==> config.mk <==
export PLATFORM = sky130hd
export DESIGN_NAME = if_stage_flat
export DESIGN_NICKNAME = d
export VERILOG_FILES = /design/src/rtl/if_stage_if.sv /design/src/rtl/if_stage.sv /design/src/flat_wrapper.sv
export SDC_FILE = /design/constraint.sdc
export NUM_CORES = 1
export LEC_CHECK = 0
export CAP_MARGIN = 10
export CORE_MARGIN = 2
export CORE_UTILIZATION = 42
export CTS_CLUSTER_DIAMETER = 120
export CTS_CLUSTER_SIZE = 12
export DETAILED_ROUTE_END_ITERATION = 10
export PLACE_DENSITY_LB_ADDON = 0.15
export SLEW_MARGIN = 5
export SYNTH_ARGS = -nofsm -noshare
export SYNTH_HDL_FRONTEND = slang
export SYNTH_SLANG_ARGS = --single-unit
export TNS_END_PERCENT = 10
==> constraint.sdc <==
create_clock -name clk -period 1.95 [get_ports clk]
set_input_delay 0.195 -clock clk [delete_from_list [all_inputs] [get_ports clk]]
set_output_delay 0.195 -clock clk [all_outputs]
set_load 0.01 [all_outputs]
==> src/rtl/if_stage_if.sv <==
// if_stage_if: bundles the pipeline-control inputs, the instruction-memory
// address/enable bus and the status/counter outputs of the fetch stage.
//   master : used by if_stage (drives id_pc, memory ports, counters, flag)
//   slave  : used by the surrounding pipeline / testbench
// Parameters BIOS_AW / IMEM_AW size the BIOS and IMEM word addresses.
interface if_stage_if #(
  parameter int BIOS_AW = 12,
  parameter int IMEM_AW = 14
);
  logic               ex_flush;
  logic [31:0]        ex_pc_target;
  logic               id_stall;
  logic               if_target_taken;
  logic [31:0]        if_pc_target;
  logic [31:0]        id_pc;
  logic [BIOS_AW-1:0] bios_addr;
  logic               bios_en;
  logic [IMEM_AW-1:0] imem_addr;
  logic               imem_en;
  logic [31:0]        fetch_count;
  logic [31:0]        redirect_count;
  logic [31:0]        flush_count;
  logic               if_misaligned;

  modport master (
    input  ex_flush, ex_pc_target, id_stall, if_target_taken, if_pc_target,
    output id_pc, bios_addr, bios_en, imem_addr, imem_en,
           fetch_count, redirect_count, flush_count, if_misaligned
  );

  modport slave (
    output ex_flush, ex_pc_target, id_stall, if_target_taken, if_pc_target,
    input  id_pc, bios_addr, bios_en, imem_addr, imem_en,
           fetch_count, redirect_count, flush_count, if_misaligned
  );
endinterface

==> src/rtl/if_stage.sv <==
// if_stage: instruction-fetch stage.
// Owns the fetch PC, selects the next PC (reset > EX flush > decode stall >
// decode target > sequential +4) and presents it as the address of the
// synchronous-read BIOS / IMEM, so the instruction is at the memory outputs
// one cycle later, aligned with id_pc. Also keeps fetch/redirect/flush
// counters and a sticky misaligned-PC flag.
// Ports:
//   clk  - clock
//   rst  - synchronous active-high reset
//   bus  - if_stage_if.master (pipeline controls in; id_pc, memory address
//          and enables, counters and if_misaligned out)
module if_stage #(
  parameter logic [31:0] RESET_PC = 32'h4000_0000,
  parameter int          BIOS_AW  = 12,
  parameter int          IMEM_AW  = 14
) (
  input  logic         clk,
  input  logic         rst,
  if_stage_if.master   bus
);

  logic [31:0] fetch_pc_reg;
  logic [31:0] next_pc;
  logic        hold;
  logic        fetch_ok;

  logic [31:0] fetch_count_reg;
  logic [31:0] redirect_count_reg;
  logic [31:0] flush_count_reg;
  logic        misaligned_reg;

  // Next-PC selection; this is the sole source of the memory addresses.
  always_comb begin
    next_pc = fetch_pc_reg + 32'd4;
    if (rst)
      next_pc = RESET_PC;
    else if (bus.ex_flush)
      next_pc = bus.ex_pc_target;
    else if (bus.id_stall)
      next_pc = fetch_pc_reg;
    else if (bus.if_target_taken)
      next_pc = bus.if_pc_target;
  end

  // While held the memories are disabled so their outputs (and therefore the
  // instruction seen by decode) stay unchanged.
  assign hold     = bus.id_stall & ~bus.ex_flush & ~rst;
  assign fetch_ok = ~bus.id_stall & ~bus.ex_flush;

  assign bus.bios_addr = next_pc[BIOS_AW+1:2];
  assign bus.imem_addr = next_pc[IMEM_AW+1:2];
  assign bus.bios_en   =  next_pc[30] & ~hold;
  assign bus.imem_en   = ~next_pc[30] & ~hold;

  always_ff @(posedge clk) begin
    fetch_pc_reg <= next_pc;
  end

  always_ff @(posedge clk) begin
    if (rst) begin
      fetch_count_reg    <= 32'd0;
      redirect_count_reg <= 32'd0;
      flush_count_reg    <= 32'd0;
      misaligned_reg     <= 1'b0;
    end else begin
      if (fetch_ok)
        fetch_count_reg <= fetch_count_reg + 32'd1;
      if (fetch_ok & bus.if_target_taken)
        redirect_count_reg <= redirect_count_reg + 32'd1;
      if (bus.ex_flush)
        flush_count_reg <= flush_count_reg + 32'd1;
      // The PC is loaded unmodified; misalignment is only recorded here.
      if (next_pc[1:0] != 2'b00)
        misaligned_reg <= 1'b1;
    end
  end

  assign bus.id_pc          = fetch_pc_reg;
  assign bus.fetch_count    = fetch_count_reg;
  assign bus.redirect_count = redirect_count_reg;
  assign bus.flush_count    = flush_count_reg;
  assign bus.if_misaligned  = misaligned_reg;

endmodule
==> src/flat_wrapper.sv <==
// flat-port wrapper written by rule: the top's interface ports become plain ports
module if_stage_flat 
#(
  parameter logic [31:0] RESET_PC = 32'h4000_0000,
  parameter int          BIOS_AW  = 12,
  parameter int          IMEM_AW  = 14
)
  (clk, rst, bus_ex_flush, bus_ex_pc_target, bus_id_stall, bus_if_target_taken, bus_if_pc_target, bus_id_pc, bus_bios_addr, bus_bios_en, bus_imem_addr, bus_imem_en, bus_fetch_count, bus_redirect_count, bus_flush_count, bus_if_misaligned);
  if_stage_if #(.BIOS_AW(BIOS_AW), .IMEM_AW(IMEM_AW)) bus_i ();
  input  logic clk;
  input  logic rst;
  input wire logic [$bits(bus_i.ex_flush)-1:0] bus_ex_flush;
  input wire logic [$bits(bus_i.ex_pc_target)-1:0] bus_ex_pc_target;
  input wire logic [$bits(bus_i.id_stall)-1:0] bus_id_stall;
  input wire logic [$bits(bus_i.if_target_taken)-1:0] bus_if_target_taken;
  input wire logic [$bits(bus_i.if_pc_target)-1:0] bus_if_pc_target;
  output wire logic [$bits(bus_i.id_pc)-1:0] bus_id_pc;
  output wire logic [$bits(bus_i.bios_addr)-1:0] bus_bios_addr;
  output wire logic [$bits(bus_i.bios_en)-1:0] bus_bios_en;
  output wire logic [$bits(bus_i.imem_addr)-1:0] bus_imem_addr;
  output wire logic [$bits(bus_i.imem_en)-1:0] bus_imem_en;
  output wire logic [$bits(bus_i.fetch_count)-1:0] bus_fetch_count;
  output wire logic [$bits(bus_i.redirect_count)-1:0] bus_redirect_count;
  output wire logic [$bits(bus_i.flush_count)-1:0] bus_flush_count;
  output wire logic [$bits(bus_i.if_misaligned)-1:0] bus_if_misaligned;
  assign bus_i.ex_flush = bus_ex_flush;
  assign bus_i.ex_pc_target = bus_ex_pc_target;
  assign bus_i.id_stall = bus_id_stall;
  assign bus_i.if_target_taken = bus_if_target_taken;
  assign bus_i.if_pc_target = bus_if_pc_target;
  assign bus_id_pc = bus_i.id_pc;
  assign bus_bios_addr = bus_i.bios_addr;
  assign bus_bios_en = bus_i.bios_en;
  assign bus_imem_addr = bus_i.imem_addr;
  assign bus_imem_en = bus_i.imem_en;
  assign bus_fetch_count = bus_i.fetch_count;
  assign bus_redirect_count = bus_i.redirect_count;
  assign bus_flush_count = bus_i.flush_count;
  assign bus_if_misaligned = bus_i.if_misaligned;
  if_stage #(.RESET_PC(RESET_PC), .BIOS_AW(BIOS_AW), .IMEM_AW(IMEM_AW)) u_core (.clk(clk), .rst(rst), .bus(bus_i));
endmodule
==> results.cfg <==
[logic_synthesis]
netlist_instances = 844
yosysWarningCount = 0
synth_top_family_by_area = simple AND/OR/NAND/NOR gates
avgSynthCellArea_sq_um = 8.17
synth_ff_type = dfxtp_1
synth-simple-area-share_pct = 29.6
synth.distinct_cells = 63
synth_seq_cells = 129
seq_area_frac_synth_pct = 37.5
syn-num-nets = 917
netlist_area_sq_um = 6890
synth_compound_area_share_pct = 12.3
async_flop_share_pct = 0
synth_fa_ha_area_share_pct = 0.726
synth.area.mux_share_pct = 2.60
synth_edf_count = 0
synth-xor-area-share_pct = 10.4

[floorplan]
die_h_um = 132
die_area_sq_um = 17400
initial_utilization_pct = 43.2
die_x_um = 132
coreArea_sq_um = 15900
rows = 46
pin_count = 226

[critical_path]
crit_path_max_fanout = 4
worst-r2r-setup-slack_ns = -0.23
r2r_start = u_core.bus.id_pc[3]$_DFF_P_
start_kind = flip-flop
worst_ep_arrival_time_ns = 2.09
cp.required_ns = 1.75
r2r_end = u_core.bus.id_pc[4]$_DFF_P_
critical_path_class = flip-flop to output pin
cp-end-kind = output pin
ff2ff_path_depth = 14
crit_path_start = u_core.bus.id_pc[8]$_DFF_P_

[finish]
antenna_cells = 0
fill_cells = 1353
final_nets = 1240
syn2layout_area_growth_pct = 58.7
utilization_pct = 68.6
finalNonFillerCells = 1396
layout-drive-gt1-share_pct = 23.5

[place]
io_buffers = 225
dpl_worst_slack_ns = -0.633
place_hpwl_um = 16300
dp.cells = 1341
place.gp.congestion = 0.937

[sta]
slew_headroom_pct = 66.9
final_max_slew_viol_count = 0
hold_violations = 0
setup_ws_ns = -0.336
setup_tns_ns = -5.14
post-route-min-period_ns = 2.29
fin_crit_sh_pct = 117
max_freq_ghz = 0.437
finClkSkew_ns = 0.00876
setup_viol = 26
grt_setup_unrepaired = true
tightest_slew_ns = 0.496

[clock_tree]
cts-buffers-inserted = 17
clock-root-buffer = clkbuf_16
cts.htree.levels = 4
clock_sinks = 129
cts_tree = built
clk_pin_slew_worst_paths_ns = 0.06
clk_path_buf_depth = 2
clk_latency_ns = 0.42

[outcome]
status = complete, but fails checks
violations = negative setup slack

[routing]
dr.pass1.iters = 5
vias = 7464
drt_iter0_drc = 482
drc = 0
routedWlPerCell_um = 16.3
ant_nets = 0
viasPerCell = 5.35
totalWireLength_um = 22700

[global_routing]
grt_max_degree = 49
grt_pass1_vias = 7133
grt_util_all_layers_pct = 25.6
grt_pass1_wl_um = 36400
antenna_found_initial = 0
grt_overflow = 0

[min_path]
min_from = rst
holdPathEnd = u_core.bus.id_pc[14]$_DFF_P_
worstHoldPathCells = 3
hold_class = input port to flip-flop

[power]
finalPower_mw = 6.92
leakage_nw = 4.16
cellPowerDensity_nw_per_um2 = 633
ir_drop_mv = 0.550

[job]
drv_cap = 0
-- kinds of logic after synthesis --
family | count (synthesis)
buffers and inverters | 92
DFF | 129
xor gates and xnor gates | 82
AOI/OAI and AO/OA | 130
and+or+nand+nor | 390
adders and majority gates | 4
muxes | 17
-- worst max-delay path by stage --
| stage | slack [ns] | endpoint |
|---|---|---|
| final | -0.34 | bus_imem_en |
| after global routing | -0.44 | bus_imem_addr[13] |
| after CTS | -0.31 | bus_imem_addr[13] |
| after detailed placement | -0.63 | bus_bios_addr[0] |
| after global placement | -0.58 | bus_bios_addr[0] |
| after floorplan | 0.05 | bus_imem_en |
-- final cells by class --
type / count / area [sq um] / area share (%)
Inverter: 20 / 75.1 / 0.686
Timing Repair Buffer: 376 / 3360 / 30.7
Multi-Input combinational cell: 623 / 4030 / 36.9
Tap cell: 216 / 270 / 2.47
Sequential cell: 129 / 2620 / 23.9
Clock buffer: 18 / 439 / 4.02
Clock inverter: 14 / 144 / 1.32
-- per-stage QoR --
step,cell area (sq um),hold WS (ns)
after floorplan,6910,0.304
after global placement,10000,0.461
after detailed placement,10000,0.478
after CTS,10900,0.130
after global routing,10900,0.153
final,10900,0.152
-- critical path: stages (launching register included) --
cell and delay (ns):
dfxtp_4 0.37, nand4_4 0.13, buf_4 0.17, nor3_4 0.20, buf_6 0.14, a41oi_2 0.12
a211oi_2 0.27, nor2_1 0.11, buf_2 0.15
-- Yosys cell counts, drive strengths merged (20+ instances only) --
library cell | count | area share, %
dfxtp | 129 | 37
nor2 | 125 | 6.8
nand2 | 58 | 3.2
buf | 46 | 4.2
xor2 | 44 | 5.6
nand3 | 43 | 3.1
nand4 | 43 | 4.6
xnor2 | 38 | 4.8
a21oi | 36 | 2.6
o21ai | 34 | 2.5
clkbuf | 26 | 1.6
nor3 | 21 | 1.6
inv | 20 | 1.1
-- cell usage in the layout (no fill, tap or decap), types with 14 or more instances in the layout --
| cell type | synthesis | final |
|---|---|---|
| clkdlybuf4s50_1 | 0 | 193 |
| buf_4 | 27 | 141 |
| nor2_1 | 124 | 122 |
| dfxtp_1 | 129 | 114 |
| nand2_1 | 58 | 57 |
| xor2_1 | 44 | 44 |
| nand3_1 | 43 | 40 |
| xnor2_1 | 38 | 38 |
| nand4_1 | 37 | 37 |
| a21oi_1 | 36 | 32 |
| o21ai_0 | 34 | 29 |
| inv_1 | 20 | 20 |
| nor3_1 | 20 | 19 |
| buf_2 | 9 | 19 |
| clkbuf_16 | 0 | 17 |
| and3_1 | 17 | 16 |
| buf_6 | 1 | 16 |
| or3_1 | 15 | 15 |
| nor4_1 | 16 | 14 |
-- routing by layer --
| layer | GRT usage [%] | part of all wire (%) | vias up |
|---|---|---|---|
| li1 | - | - | 3647 |
| met1 | 31.9 | 42 | 3505 |
| met2 | 42.7 | 47 | 274 |
| met3 | 6.23 | 8.0 | 38 |
| met4 | 9.96 | 2.2 | 0 |
| met5 | 0 | 0 | - |
-- power by group --
group,total [mW],internal [mW],switching [mW]
Combinational,0.992,0.536,0.456
Sequential,2.75,2.70,0.0570
Clock,3.17,1.83,1.34
-- what timing repair did --
item / 4_1_cts / 5_1_grt
buffers inserted: 22 / 1
cloned: 0 / 0
pin swaps: 31 / 7
resized for setup: 175 / 12
hold buffers: 0 / 0
setup endpoints to repair: 29 / 29
hold endpoints to repair: 0 / 0
No activity file was read; power rests on OpenSTA's default activity.
